==> src/rtl/mem_arb2_rr.sv <==
// mem_arb2_rr: two-requester round-robin memory arbiter with lock support
// Ports:
//   clk, resetn                       clock, synchronous active-low reset
//   reqN_valid/addr/wdata/wstrb/lock  requester N transaction (wstrb==0 means read)
//   reqN_ready/rdata                  requester N completion and read data
//   mem_valid/addr/wdata/wstrb        downstream request
//   mem_ready/rdata                   downstream completion and read data
//   owner                             currently or last granted requester
module mem_arb2_rr #(
  parameter int AW = 32,
  parameter int DW = 32
) (
  input  logic            clk,
  input  logic            resetn,
  input  logic            req0_valid,
  input  logic [AW-1:0]   req0_addr,
  input  logic [DW-1:0]   req0_wdata,
  input  logic [DW/8-1:0] req0_wstrb,
  input  logic            req0_lock,
  output logic            req0_ready,
  output logic [DW-1:0]   req0_rdata,
  input  logic            req1_valid,
  input  logic [AW-1:0]   req1_addr,
  input  logic [DW-1:0]   req1_wdata,
  input  logic [DW/8-1:0] req1_wstrb,
  input  logic            req1_lock,
  output logic            req1_ready,
  output logic [DW-1:0]   req1_rdata,
  output logic            mem_valid,
  output logic [AW-1:0]   mem_addr,
  output logic [DW-1:0]   mem_wdata,
  output logic [DW/8-1:0] mem_wstrb,
  input  logic            mem_ready,
  input  logic [DW-1:0]   mem_rdata,
  output logic            owner
);
  typedef enum logic [1:0] {IDLE, BUSY0, BUSY1} state_t;
  state_t state, state_nx;
  logic lock_held, lock_idx;
  always_ff @(posedge clk) begin
    if (!resetn) begin
      state     <= IDLE;
      owner     <= 1'b1;
      lock_held <= 1'b0;
      lock_idx  <= 1'b0;
    end else begin
      state <= state_nx;
      if (state == IDLE && state_nx != IDLE) owner <= state_nx == BUSY1;
      if (state != IDLE && mem_ready) begin
        lock_held <= state == BUSY1 ? req1_lock : req0_lock;
        lock_idx  <= state == BUSY1;
      end
    end
  end
  // A held lock grants only its holder, even while the holder is not requesting.
  always_comb begin
    state_nx = state;
    if (state == IDLE) begin
      if (lock_held)
        state_nx = lock_idx ? (req1_valid ? BUSY1 : IDLE) : (req0_valid ? BUSY0 : IDLE);
      else if (req0_valid && req1_valid)
        state_nx = owner ? BUSY0 : BUSY1;
      else
        state_nx = req0_valid ? BUSY0 : (req1_valid ? BUSY1 : IDLE);
    end else if (mem_ready) begin
      state_nx = IDLE;
    end
  end
  // Ready is gated by resetn so a transaction abandoned by reset never completes.
  always_comb begin
    mem_valid  = state != IDLE;
    mem_addr   = state == BUSY1 ? req1_addr  : (state == BUSY0 ? req0_addr  : '0);
    mem_wdata  = state == BUSY1 ? req1_wdata : (state == BUSY0 ? req0_wdata : '0);
    mem_wstrb  = state == BUSY1 ? req1_wstrb : (state == BUSY0 ? req0_wstrb : '0);
    req0_ready = resetn && state == BUSY0 && mem_ready;
    req1_ready = resetn && state == BUSY1 && mem_ready;
    req0_rdata = req0_ready ? mem_rdata : '0;
    req1_rdata = req1_ready ? mem_rdata : '0;
  end
endmodule

==> config.mk <==
export PLATFORM = sky130hd
export DESIGN_NAME = mem_arb2_rr
export DESIGN_NICKNAME = d
export VERILOG_FILES = /design/src/rtl/mem_arb2_rr.sv
export SDC_FILE = /design/constraint.sdc
export NUM_CORES = 1
export LEC_CHECK = 0
export ABC_AREA = 1
export CORE_AREA = 5 5 119 121
export CTS_CLUSTER_DIAMETER = 100
export DETAILED_ROUTE_END_ITERATION = 8
export DIE_AREA = 0 0 124 126
export PLACE_DENSITY = 0.58
export SLEW_MARGIN = 10
export SYNTH_ARGS = -nofsm -noshare
export SYNTH_HDL_FRONTEND = slang
export SYNTH_SLANG_ARGS = --single-unit
==> constraint.sdc <==
create_clock -name clk -period 1.1 [get_ports clk]
set_input_delay 0.22 -clock clk [delete_from_list [all_inputs] [get_ports clk]]
set_output_delay 0.22 -clock clk [all_outputs]
set_load 0.01 [all_outputs]
# Yosys cells after proc, flatten, opt, wreduce, memory -nomap -nowiden
# Index checks and enable logic that the tools add are counted.
[word_totals] ff_bits=5 out_inout_bits=136 elab_cells=35
[op_classes] eq_ne=3 n_mux=18 n_reduce_logical=10
[ops] op="2-to-1 mux 32 bit" count=6
[ops] op="2-to-1 mux 2 bit" count=8
[ops] op="2-to-1 mux 4 bit" count=2
[ops] op="logical AND 1 bit" count=7
[ops] op="equality test 2 bit (second input constant)" count=2
[ops] op="nonzero test 2 bit" count=2
[ops] op="equality test 2 x 1 -> 1 bit (second input constant)" count=1
[ops] op="zero test 2 bit" count=1
[ops] op="2-to-1 mux 1 bit" count=2

# Depth between registers and ports, before layout
[logic_depth] ltp_word=7 mapped_depth=8

# Worst setup path before layout
# OpenSTA, ideal clock, no wires.
[synth_timing] path_kind="reg2out" from="register state[1]" to="output req0_rdata[4]" arrival_time_ns=1.057 t_required_ns=0.880 path_slack_ns=-0.177 path_stages_with_launch=7 cell_sequence="dfxtp_1 inv_2 nand2_1 nor2_2 inv_2 buf_6 nor2_1"
[synth_between] elab_chain_cells=4
[synth_rtl] item="start, declared" line_no="38" text="state_t state, state_nx;"
[synth_rtl] item="start signal, assigned" line_no="47" text="state <= state_nx;"
[synth_rtl] item="equality test 2 x 1 -> 1 bit" line_no="75" text="req0_ready = resetn && state == BUSY0 && mem_ready;"
[synth_rtl] item="logical AND 1 bit (2 in series)" line_no="75"
[synth_rtl] item="named net req0_ready" line_no="20" text="output logic req0_ready,"
[synth_rtl] item="2-to-1 mux 32 bit" line_no="77" text="req0_rdata = req0_ready ? mem_rdata : '0;"
[synth_rtl] item="end, declared" line_no="21" text="output logic [DW-1:0] req0_rdata,"
# The timed path passes the listed nets, and every way through them passes these cells.

# Final worst setup path
[layout_timing] from="register state[0]" to="output mem_wdata[12]"
[layout_between] elab_chain_cells=3
[layout_rtl] item="equality test 2 x 1 -> 1 bit" line_no="73" text="mem_wdata = state == BUSY1 ? req1_wdata : (state == BUSY0 ? req0_wdata : '0);"
[layout_rtl] item="2-to-1 mux 32 bit" line_no="73"
[layout_rtl] item="2-to-1 mux 32 bit *" line_no="73"
[layout_rtl] item="end, declared" line_no="31" text="output logic [DW-1:0] mem_wdata,"
# Every way passes the cells marked *; elsewhere a longest branch is shown, timed or not.

==> summary.json <==
{
  "cts_tree": {"value": "built"},
  "timing.rr.end": {"value": "owner$_SDFFE_PN1P_"},
  "finClkSkew": {"value": 0.00235, "unit": "ns"},
  "yosys_warnings": {"value": 0},
  "grt_antenna_before_repair": {"value": 0},
  "drv.max_cap_violation_count": {"value": 0},
  "max_clock_freq": {"value": 632, "unit": "MHz"},
  "worst_hold_path.num_cells": {"value": 2},
  "maximum_number_of_pins_on_one_net_before_global_route_repair": {"value": 23},
  "die_h": {"value": 126, "unit": "um"},
  "post-layout-total-power": {"value": 3.69, "unit": "mW"},
  "hold_class": {"value": "reg2reg"},
  "regToRegSetupSlack": {"value": -0.14, "unit": "ns"},
  "cts.path.max_buffers": {"value": 2},
  "clock_tree.htree_level_count": {"value": 1},
  "worstHoldStart": {"value": "lock_idx$_SDFFE_PN0P_"},
  "setup.worst_path.class": {"value": "reg2out"},
  "clk_root_buffer_cell": {"value": "sky130_fd_sc_hd__clkbuf_16"},
  "synth_sequential_area_ratio": {"value": 5.91, "unit": "%"},
  "syn-cell-area": {"value": 1690, "unit": "um^2"},
  "run_status": {"value": "finished with violations"},
  "cts.sink_count": {"value": 5},
  "n_fill_cell": {"value": 1272},
  "antenna-diode-count": {"value": 0},
  "vias": {"value": 3720},
  "floorplan.core_area": {"value": 13000, "unit": "um^2"},
  "critPathArrivalTime": {"value": 1.36, "unit": "ns"},
  "clkTransAtPathRegs": {"value": 0.03, "unit": "ns"},
  "grt_remaining_overflow": {"value": 0},
  "design.die.area": {"value": 15600, "unit": "um^2"},
  "drt_pass1_iterations": {"value": 5},
  "num-nets-final": {"value": 894},
  "synth_net_count": {"value": 550},
  "r2r-start": {"value": "state[1]$_SDFF_PN0_"},
  "initial_utilization": {"value": 13.0, "unit": "%"},
  "wirelength": {"value": 14400, "unit": "um"},
  "ratio_of_cells_with_drive_above_1_in_the_final_layout": {"value": 51.1, "unit": "%"},
  "tns": {"value": -55.57, "unit": "ns"},
  "worst_slack": {"value": -0.481, "unit": "ns"},
  "setup_repair_after_global_routing_missed_its_margin": {"value": "yes"},
  "via_count_of_the_first_global_routing_pass": {"value": 3858},
  "pwr_density_cell": {"value": 571, "unit": "nW/um^2"},
  "antenna_violating_nets_post_route": {"value": 0},
  "vias_per_cell": {"value": 4.16},
  "post_synth_inst_count": {"value": 375},
  "drc_errors": {"value": 0},
  "final.min_clock_period": {"value": 1.58, "unit": "ns"},
  "area_delta_synth_final": {"value": 282, "unit": "%"},
  "layout.area.seq": {"value": 108, "unit": "um^2"},
  "detail_route.iter0.violations": {"value": 124},
  "min_period_over_period": {"value": 144, "unit": "%"},
  "violations_in_the_final_reports": {"value": "negative setup slack"},
  "ff2ff_path_depth": {"value": 8},
  "tritoncts_buffer_count": {"value": 3},
  "worst_ep_required_time": {"value": 0.88, "unit": "ns"},
  "postSynthRegisterBits": {"value": 5},
  "total_leakage_power": {"value": 3.20, "unit": "nW"},
  "timing.slew.headroom": {"value": 85.1, "unit": "%"},
  "final_hold_viol_count": {"value": 0},
  "fp-row-count": {"value": 42},
  "gp_congestion": {"value": 0.834},
  "grt_pass1_wl": {"value": 20800, "unit": "um"},
  "detail_route.wl_per_cell": {"value": 16.1, "unit": "um"},
  "die-width": {"value": 124, "unit": "um"},
  "globalRouteTotalUtil": {"value": 16.8, "unit": "%"},
  "vdd_ir_drop_max": {"value": 0.472, "unit": "mV"},
  "insertion_delay": {"value": 0.22, "unit": "ns"},
  "hold_end": {"value": "lock_idx$_SDFFE_PN0P_"},
  "area_occupied_by_multi_input_gates": {"value": 2000, "unit": "um^2"},
  "timing_worst_slew_pin_value": {"value": 0.223, "unit": "ns"},
  "end_kind": {"value": "primary output"},
  "setup_viol": {"value": 140},
  "place.detailed.hpwl": {"value": 10200, "unit": "um"},
  "timing.final.max_slew_violations": {"value": 0},
  "worstSetupStartpointType": {"value": "flop"},
  "critical_path.max_fanout": {"value": 9},
  "numPortBuffers": {"value": 310},
  "synth_cell_type_count": {"value": 17},
  "synthesis.area_per_instance": {"value": 4.51, "unit": "um^2"},
  "io_pins": {"value": 311}
}
state kept, by name, summed over array words and instances (netlist names):
register   count
lock_held      1
state          2
lock_idx       1
owner          1
layout make-up:
| type | count | area share, % |
|---|---|---|
| clock buffer | 3 | 1.16 |
| clock inverter | 1 | 0.0773 |
| inverter | 42 | 3.11 |
| multi-input combinational | 300 | 30.9 |
| sequential | 5 | 1.66 |
| tap | 176 | 3.40 |
| timing repair buffer | 365 | 59.2 |
| timing repair inverter | 2 | 0.483 |
cell usage in the layout (no fill, tap or decap), types with 3 or more instances in the layout:
| cell | instances |
|---|---|
| sky130_fd_sc_hd__clkdlybuf4s50_1 | 172 |
| sky130_fd_sc_hd__buf_6 | 88 |
| sky130_fd_sc_hd__nand2_1 | 68 |
| sky130_fd_sc_hd__nand2_2 | 66 |
| sky130_fd_sc_hd__nand3_1 | 57 |
| sky130_fd_sc_hd__buf_2 | 55 |
| sky130_fd_sc_hd__nor2_4 | 42 |
| sky130_fd_sc_hd__inv_1 | 37 |
| sky130_fd_sc_hd__nor2_2 | 22 |
| sky130_fd_sc_hd__nand2_4 | 20 |
| sky130_fd_sc_hd__buf_4 | 18 |
| sky130_fd_sc_hd__buf_12 | 13 |
| sky130_fd_sc_hd__nand3_2 | 10 |
| sky130_fd_sc_hd__buf_16 | 9 |
| sky130_fd_sc_hd__nor2_1 | 7 |
| sky130_fd_sc_hd__clkbuf_16 | 5 |
| sky130_fd_sc_hd__bufbuf_16 | 3 |
| sky130_fd_sc_hd__dlygate4sd2_1 | 3 |
| sky130_fd_sc_hd__dfxtp_1 | 3 |
logic make-up after synthesis:
group	after synthesis	share of synthesized area [%]
simple gates	295	72.3
buf+inv	70	20.3
flops	5	5.91
compound gates	5	1.48
cell usage after synthesis, drive strengths merged:
| master | number | area (um^2) |
|---|---|---|
| a21oi | 3 | 15.0 |
| nand2 | 155 | 589 |
| inv | 42 | 160 |
| dfxtp | 5 | 100 |
| clkbuf | 4 | 15.0 |
| o21ai | 2 | 10.0 |
| nor2 | 71 | 289 |
| nand3 | 69 | 345 |
| buf | 24 | 169 |
repair_timing:
| item | in CTS | in global routing |
|---|---|---|
| gates resized for setup | 680 | 125 |
| endpoints found under the setup margin | 141 | 140 |
| hold buffers | 0 | 0 |
| hold endpoints to repair | 0 | 0 |
| setup buffers | 19 | 5 |
| cloned | 15 | 3 |
| pin swaps | 11 | 12 |
worst max-delay path: stages, from the launching register on:
cell and delay, ns:
sky130_fd_sc_hd__dfxtp_4 0.36, sky130_fd_sc_hd__inv_4 0.08, sky130_fd_sc_hd__nand2_8 0.08, sky130_fd_sc_hd__inv_16 0.11
sky130_fd_sc_hd__buf_12 0.13, sky130_fd_sc_hd__buf_16 0.14, sky130_fd_sc_hd__nand2_2 0.05, sky130_fd_sc_hd__nand2_2 0.07
sky130_fd_sc_hd__buf_6 0.11
how the worst max path moves through the flow:
stage,from,endpoint,slack (ns)
floorplan,state[0]$_SDFF_PN0_,req1_rdata[19],-0.12
global route,state[0]$_SDFF_PN0_,mem_wdata[12],-0.54
CTS,state[0]$_SDFF_PN0_,mem_addr[28],-0.47
finish,state[0]$_SDFF_PN0_,mem_wdata[12],-0.48
detailed placement,resetn,req1_rdata[31],-1.07
global placement,resetn,req1_rdata[31],-1.04
through the flow:
stage	hold slack [ns]	util, %	setup WS (ns)	instances	cell area [um^2]
finish	0.464	49.9	-0.481	894	6470
global route	0.499	49.9	-0.537	894	6470
CTS	0.461	45.8	-0.466	891	5940
detailed placement	0.470	41.5	-1.07	856	5390
global placement	0.473	41.5	-1.04	856	5390
floorplan	0.289	-	-0.116	375	2050
metal layers:
layer	track usage [%]	vias up	wire length, um
li1	-	1823	-
met4	3.35	0	310
met5	0	-	0
met1	18.8	1697	5020
met2	31.5	179	7840
met3	4.30	21	1250
report_power, final:
group	switching (mW)	leakage, nW	internal, mW
sequential	0.0232	0.0425	0.200
combinational	1.24	3.11	1.64
clock	0.114	0.0409	0.474
total	1.38	3.20	2.32
Note: power is estimated with default switching activity, not from simulation.
